===== src/rtl/seq_divider_32by16_pkg.sv =====
`default_nettype none
// ============================================================================
// Module   : seq_divider_32by16_pkg
// Brief    : Shared constants and state encoding for the sequential divider.
// Revision : 1.0 - initial release
// ============================================================================
package seq_divider_32by16_pkg;

    localparam int c_DEFAULT_WIDTH = 16;
    localparam int c_CNT_WIDTH     = $clog2(c_DEFAULT_WIDTH);

    localparam logic [1:0] c_STATE_IDLE = 2'd0;
    localparam logic [1:0] c_STATE_CALC = 2'd1;
    localparam logic [1:0] c_STATE_DONE = 2'd2;

endpackage
`default_nettype wire


===== src/rtl/seq_divider_32by16_div_step.sv =====
`default_nettype none
// ============================================================================
// Module   : seq_divider_32by16_div_step
// Brief    : One restoring-division step: shift in a bit, trial-subtract.
// Revision : 1.0 - initial release
// ============================================================================
module seq_divider_32by16_div_step #(
    parameter int WIDTH = 16
) (
    input  logic [WIDTH-1:0] i_rem,
    input  logic             i_bit,
    input  logic [WIDTH-1:0] i_divisor,
    output logic [WIDTH-1:0] o_rem,
    output logic             o_qBit
);

    logic [WIDTH:0] w_trial;
    logic           w_fits;

    assign w_trial = {i_rem, i_bit};
    assign w_fits  = (w_trial >= {1'b0, i_divisor});

    // Partial remainder is below the divisor, so the difference fits in WIDTH bits.
    assign o_rem  = w_fits ? (w_trial[WIDTH-1:0] - i_divisor) : w_trial[WIDTH-1:0];
    assign o_qBit = w_fits;

endmodule
`default_nettype wire


===== src/rtl/seq_divider_32by16.sv =====
`default_nettype none
// ============================================================================
// Module   : seq_divider_32by16
// Brief    : Iterative restoring 2W/W divider, one quotient bit per clock.
// Revision : 1.0 - initial release
// ============================================================================
module seq_divider_32by16
    import seq_divider_32by16_pkg::*;
#(
    parameter int WIDTH = c_DEFAULT_WIDTH
) (
    input  logic               clk,
    input  logic               rst,
    input  logic               in_valid,
    output logic               in_ready,
    input  logic [2*WIDTH-1:0] dividend,
    input  logic [WIDTH-1:0]   divisor,
    output logic               out_valid,
    input  logic               out_ready,
    output logic [WIDTH-1:0]   quotient,
    output logic [WIDTH-1:0]   remainder,
    output logic               div_by_zero,
    output logic               overflow
);

    localparam int                 c_CNT_W = (WIDTH > 1) ? $clog2(WIDTH) : 1;
    localparam logic [c_CNT_W-1:0] c_LAST  = c_CNT_W'(WIDTH - 1);

    logic [1:0]         r_state;
    logic [WIDTH-1:0]   r_rem;
    logic [WIDTH-1:0]   r_quo;
    logic [WIDTH-1:0]   r_divisor;
    logic [c_CNT_W-1:0] r_cnt;
    logic               r_divByZero;
    logic               r_overflow;

    logic [WIDTH-1:0]   w_nextRem;
    logic               w_qBit;

    seq_divider_32by16_div_step #(
        .WIDTH (WIDTH)
    ) u_divStep (
        .i_rem     (r_rem),
        .i_bit     (r_quo[WIDTH-1]),
        .i_divisor (r_divisor),
        .o_rem     (w_nextRem),
        .o_qBit    (w_qBit)
    );

    always_ff @(posedge clk) begin
        if (rst) begin
            r_state     <= c_STATE_IDLE;
            r_rem       <= '0;
            r_quo       <= '0;
            r_divisor   <= '0;
            r_cnt       <= '0;
            r_divByZero <= 1'b0;
            r_overflow  <= 1'b0;
        end else begin
            case (r_state)
                c_STATE_IDLE: begin
                    if (in_valid) begin
                        r_divisor   <= divisor;
                        r_cnt       <= '0;
                        r_divByZero <= 1'b0;
                        r_overflow  <= 1'b0;
                        if (divisor == '0) begin
                            r_divByZero <= 1'b1;
                            r_quo       <= '1;
                            r_rem       <= dividend[WIDTH-1:0];
                            r_state     <= c_STATE_DONE;
                        end else if (dividend[2*WIDTH-1:WIDTH] >= divisor) begin
                            // Quotient would need more than WIDTH bits.
                            r_overflow  <= 1'b1;
                            r_quo       <= '1;
                            r_rem       <= '0;
                            r_state     <= c_STATE_DONE;
                        end else begin
                            r_rem       <= dividend[2*WIDTH-1:WIDTH];
                            r_quo       <= dividend[WIDTH-1:0];
                            r_state     <= c_STATE_CALC;
                        end
                    end
                end
                c_STATE_CALC: begin
                    // Dividend low bits shift out of r_quo as quotient bits shift in.
                    r_rem <= w_nextRem;
                    r_quo <= {r_quo[WIDTH-2:0], w_qBit};
                    r_cnt <= r_cnt + c_CNT_W'(1);
                    if (r_cnt == c_LAST) begin
                        r_state <= c_STATE_DONE;
                    end
                end
                c_STATE_DONE: begin
                    if (out_ready) begin
                        r_state <= c_STATE_IDLE;
                    end
                end
                default: begin
                    r_state <= c_STATE_IDLE;
                end
            endcase
        end
    end

    assign in_ready    = (r_state == c_STATE_IDLE);
    assign out_valid   = (r_state == c_STATE_DONE);
    assign quotient    = r_quo;
    assign remainder   = r_rem;
    assign div_by_zero = r_divByZero;
    assign overflow    = r_overflow;

endmodule
`default_nettype wire

===== config.mk =====
export PLATFORM = sky130hd
export DESIGN_NAME = seq_divider_32by16
export DESIGN_NICKNAME = d
export VERILOG_FILES = /design/src/rtl/seq_divider_32by16_pkg.sv /design/src/rtl/seq_divider_32by16_div_step.sv /design/src/rtl/seq_divider_32by16.sv
export SDC_FILE = /design/constraint.sdc
export NUM_CORES = 1
export LEC_CHECK = 0
export ABC_AREA = 1
export BUFFER_PORTS_ARGS = -buffer_cell sky130_fd_sc_hd__buf_2
export CAP_MARGIN = 10
export CORE_MARGIN = 5
export CORE_UTILIZATION = 50
export DETAILED_ROUTE_END_ITERATION = 10
export PLACE_DENSITY = 0.73
export SETUP_SLACK_MARGIN = 0.1
export SKIP_CTS_REPAIR_TIMING = 1
export SYNTH_ARGS = -nofsm -noshare
export SYNTH_HDL_FRONTEND = slang
export SYNTH_SLANG_ARGS = --single-unit
export TNS_END_PERCENT = 1

===== constraint.sdc =====
create_clock -name clk -period 2.7 [get_ports clk]
set_input_delay 0 -clock clk [delete_from_list [all_inputs] [get_ports clk]]
set_output_delay 0 -clock clk [all_outputs]
set_load 0.02 [all_outputs]

======== Yosys cells after proc, flatten, opt, wreduce, memory -nomap -nowiden ========
Index checks and enable logic that the tools add are counted.
cells by class
  $add $sub $neg .......................... 2
  magnitude comparators ................... 2
  equal/unequal tests ..................... 6
  multiplexer cells ....................... 20
  reductions and logical operators ........ 6
operators with widths
  operator                                                count
  2-to-1 mux 16 bit                                       7
  one-hot mux 16 bit (2 select lines)                     2
  >= comparator 17 x 16 -> 1 bit                          1
  >= comparator 16 bit                                    1
  logical NOT 16 bit                                      1
  subtractor 16 bit                                       1
  2-to-1 mux 2 bit                                        5
  one-hot mux 4 bit (2 select lines)                      1
  one-hot mux 2 bit (3 select lines)                      1
  adder 4 x 1 -> 4 bit (second input constant)            1
  equality test 4 bit (second input constant)             1
  2-to-1 mux 4 bit                                        1
  inequality test 2 bit (second input constant)           2
  AND reduction 2 bit                                     2
  2-to-1 mux 1 bit                                        3
  AND reduction 3 bit                                     1
  equality test 2 x 1 -> 1 bit (second input constant)    1
  equality test 2 bit (second input constant)             1
  logical NOT 2 bit                                       1
  inequality test 2 x 1 -> 1 bit (second input constant)  1
  nonzero test 2 bit                                      1
word-level totals
  flip-flop bits (word level) ............. 56
  output and inout port bits .............. 36

======== Logic depth before layout (Yosys ltp) ========
  depth after elaboration ................. 5
  gate-level depth with buffers ........... 16
  mapped depth without buffers ............ 16

======== Modules after synthesis ========
Synthesis repeated with hierarchy kept, for this count alone.
unflattened totals
  cells, all modules ...................... 784
  area total of the unflattened synthesis .. 4694.5 sq um
modules (own cells, without submodules)
  module                       times used  cells an instance  area each (sq um)  sequential area each (sq um)
  seq_divider_32by16           1           515                3339.5             1121.1
  seq_divider_32by16_div_step  1           269                1355.0             0.0

======== Worst setup path before layout ========
OpenSTA, ideal clock, no wires.
  kind .................................... register to register
  start point ............................. reg r_rem[0], in the netlist remainder[0]
  end point ............................... reg r_rem[14], in the netlist remainder[14]
  setup time .............................. 117 ps
  arrival time ............................ 1851 ps
  slack ................................... 732 ps
  stages on the path, launching flop included .. 15
  path buffers ............................ 0
  period minus slack after synthesis ...... 1968 ps
  path through ............................ dfxtp_1 -> inv_1 -> fa_1 -> inv_1 -> nand3_1 -> nand3_1 -> nand2_1 -> nand2_1 -> nand2_1 -> nand2_1 -> nand2_1 -> a21oi_1 -> nor2_1 -> nor2_1 -> nor2_1
on the way
  word-level cells in the longest chain between the ends .. 3
ends and longest elaborated chain
  what                                                                 RTL line                                                              text
  start, declared                                                      seq_divider_32by16.sv:30                                              logic [WIDTH-1:0] r_rem;
  start signal, assigned                                               seq_divider_32by16.sv:70                                              r_rem <= dividend[WIDTH-1:0];
  start signal, assigned                                               seq_divider_32by16.sv:79                                              r_rem <= dividend[2*WIDTH-1:WIDTH];
  start signal, assigned                                               seq_divider_32by16.sv:87                                              r_rem <= w_nextRem;
  subtractor 16 bit or >= comparator 17 x 16 -> 1 bit (tied branches)  seq_divider_32by16_div_step.sv:24, seq_divider_32by16_div_step.sv:21
  2-to-1 mux 16 bit *                                                  seq_divider_32by16_div_step.sv:24                                     assign o_rem = w_fits ? (w_trial[WIDTH-1:0] - i_divisor) : w_trial[WIDTH-1:0];
  one-hot mux 16 bit (2 select lines) *                                seq_divider_32by16.sv:60                                              case (r_state)
Mark *: on every way between the ends. The rest lies on a longest branch, timed or not.
A chain may end at the register's enable or synchronous reset.

======== Worst setup path in the final report ========
  start point ............................. reg r_quo[15], in the netlist quotient[15]
  end point ............................... reg r_rem[14], in the netlist remainder[14]
on the way
  word-level cells in the longest chain between the ends .. 3
ends and longest elaborated chain
  what                                                                 RTL line                                                              text
  start, declared                                                      seq_divider_32by16.sv:31                                              logic [WIDTH-1:0] r_quo;
  start signal, assigned                                               seq_divider_32by16.sv:80                                              r_quo <= dividend[WIDTH-1:0];
  start signal, assigned                                               seq_divider_32by16.sv:88                                              r_quo <= {r_quo[WIDTH-2:0], w_qBit};
  subtractor 16 bit or >= comparator 17 x 16 -> 1 bit (tied branches)  seq_divider_32by16_div_step.sv:24, seq_divider_32by16_div_step.sv:21
  2-to-1 mux 16 bit *                                                  seq_divider_32by16_div_step.sv:24
  one-hot mux 16 bit (2 select lines) *                                seq_divider_32by16.sv:60
Marked as above.

==> results.yml <==
clock_tree:
  cts.sinks: 56
  htreeDepth: 2
  clkSlewWorstSetupHoldPaths_ps: 110
  cts_buffer_depth: 2
  cts_made_buffers: 5
  clock_latency_ps: 320
  cts_tree: "built"
  cts_root_buf: "clkbuf_8"
global_routing:
  grt_max_degree: 49
  grt_overflow: 0
  grt_pass1_wl_mm: 21.94
  antenna_found_initial: 0
  grt_usage_pct: 24.32
  grt_pass1_vias: 4491
synth:
  netlist_instances: 714
  ys_seq_area_share_pct: 25.56
  synth_top_area_share_pct: 25.56
  ys.flop_type: "dfxtp_1"
  synth_fp_nets: 800
  ys_warn_count: 0
  ys_ff_latch: 56
  synth_edf_count: 0
  syn_avg_cell_area_um2: 6.144
  yosysTopAreaCell: "dfxtp_1"
  syn_area_um2: 4387
  synthTopCellsByArea: "dfxtp_1 26%, nand2_1 19%, ha_1 9.4%, inv_1 8.6%, a21oi_1 7.4%"
  synth_cell_types: 36
  ys_async_sr_fraction_pct: 0
finish:
  fillers: 871
  syn_to_final_growth_pct: 14.55
  fin_util_pct: 58.19
  layout-drive-gt1-share_pct: 16.50
  num_antenna_cells: 0
  fin_nets: 879
run_status:
  violations: "negative hold slack"
  status: "finished with violations"
worst_setup_path:
  required_ps: 2910
  path_max_fanout: 4
  crit_chain: "inv_1, ha_1, fa_1, inv_1, nand3_1, nand3_1, nand2_1, nand2_1, nand2_1, nand2_1, nand2_1, a21oi_1, nor2_1, nor2_1, nor2_1"
  r2r_slack_ps: 400
  crit_path_frequent_cell: "nand2_1"
  cp-endpoint: "remainder[14]"
  crit_start: "quotient[15]"
  reg2reg_from: "quotient[15]"
  crit_path_start_kind: "flip-flop"
  timing.rr.end: "remainder[14]"
  cp_slowest_cell: "fa_1"
  criticalPathCategory: "reg -> reg"
  r2r_cells: 15
  crit_path_end_kind: "flip-flop"
  cpPeakStageDelay_ps: 420
  worstPathArrival_ps: 2510
drt:
  drc: 0
  routed_wirelength_mm: 13.57
  drtAntennaViolNets: 0
  viasPerCell: 5.330
  dr.pass1.iters: 5
  wl_per_cell_um: 15.05
  vias: 4808
  drtIter0Drc: 306
sta:
  post-route-period-util_pct: 85.16
  max_slew_margin_pct: 54.79
  fmax_ghz: 0.4349
  whs_ps: -20.16
  fin_skew_ps: 16.95
  rsz0062_at_grt: "no"
  slew_viol_final: 0
  fin_crit_ps: 2299
  hold_viol: 7
  tightest_slew_ps: 677.4
  finalSetupTns_ps: 0
  setup_viol: 0
die:
  dieArea_um2: 10750
  die_h_um: 103.7
  chipWidth_um: 103.7
  start_util_pct: 50.80
  num_io_pins: 88
  coreArea_um2: 8636
  rows: 34
flow_run:
  cap_violations: 0
power:
  power_switching_share_pct: 55.88
  p_int_mw: 2.924
  combPwrFrac_pct: 71.4
  cellPowerDensity_nw_per_um2: 1319
  netSwitchingPower_mw: 3.703
  peakVddDrop_mv: 0.7095
  power_leakage_nw: 2.664
  clockPowerShare_pct: 8.6
  p_seq_share_pct: 20.0
place:
  numPortBuffers: 87
  place.detailed.hpwl_mm: 10.96
  place.gp.congestion: 0.9217
worst_hold_path:
  hp-class: "in -> reg"
-- power groups by stage --
stage	Combinational [mW]	Clock, mW	Sequential (mW)
after floorplan	3.38	0	1.52
after global routing	5.29	0.601	1.36
after global placement	4.65	0	1.33
after detailed placement	4.67	0	1.34
after CTS	4.69	0.574	1.32
final	4.73	0.569	1.33
-- final cells by class --
cell class	instances	area, um^2	area share (%)
multi-input cells	531	2756	54.86
flip-flops and latches	56	1121	22.31
repair buffers	98	525.5	10.46
inverters	101	379.1	7.545
well taps	108	135.1	2.689
clock buffers	6	72.57	1.444
clock inverters	2	35.03	0.6972
-- metal layers --
metal	global-route usage, %	routed length [um]	vias to the layer above
li1	-	-	2453
met1	32.29	5954	2178
met2	42.35	6556	161
met3	3.172	905	16
met4	4.625	155	0
met5	0	0	-
-- synth_stat cells (all sizes together), types with 4 or more instances --
cell type / number
nand2: 230
inv: 101
a21oi: 72
nor2: 57
dfxtp: 56
o21ai: 48
nand3: 46
ha: 33
nand4: 22
clkbuf: 15
buf: 11
nor3: 7
o21bai: 4
-- metrics by stage --
stage	worst slack, ps	hold slack, ps	total power, mW	instances	area, um^2
finish	400.7	-20.16	6.627	902	5025
global route	225.4	2.989	7.252	902	5025
CTS	408.7	-32.82	6.585	899	4995
detailed placement	454.8	311.6	6.008	891	4887
global placement	475.0	287.5	5.980	891	4887
floorplan	732.4	147.7	4.902	714	4387
-- worst min path at each step --
stage               depth (start not counted)      endpoint    startpoint
floorplan                                   2  r_divisor[0]    divisor[0]
global placement                            3  r_divisor[0]    divisor[0]
detailed placement                          3   quotient[0]   dividend[0]
CTS                                         3  r_divisor[0]    divisor[0]
global route                                3  quotient[13]  dividend[13]
finish                                      3  quotient[12]  dividend[12]
-- worst max-delay path: cells and delay by family (launching register included) --
family	cells	cell delay, ps
AOI/OAI and AO/OA	1	140
adders and majority gates	2	650
and+or+nand+nor	10	830
DFF	1	370
buffers and inverters	2	190
-- flip-flops by register name, indices dropped and copies added, names as in the netlist --
name,count
div_by_zero,1
overflow,1
quotient,16
r_cnt,4
r_divisor,16
r_state,2
remainder,16
-- placed cells by master, fill, tap and decap left out, drive strengths merged --
cell	netlist	routed
clkbuf	15	6
o21ai	48	48
nor3	7	7
fa	1	1
or2	2	2
nand3	46	46
xnor2	2	2
nand2	230	230
ha	33	33
nand3b	1	1
a21oi	72	72
buf	11	95
dlygate4sd3	0	3
nand4	22	22
o21bai	4	4
dfxtp	56	56
o211ai	1	1
and2	2	2
nor2	57	57
clkinv	0	1
xor2	2	2
bufinv	0	1
inv	101	101
a211oi	1	1
-- cell families (layout without fill, tap and decap cells) --
family	count (synthesis)	in the layout	synth area share [%]
XOR/XNOR	4	4	0.7988
flip-flops	56	56	25.56
buffers and inverters	127	207	11.61
adder cells (fa/ha/maj)	34	34	9.869
AND/OR/NAND/NOR	367	367	36.85
AO/OA/AOI/OAI	126	126	15.32
No activity file was read; power rests on OpenSTA's default activity.
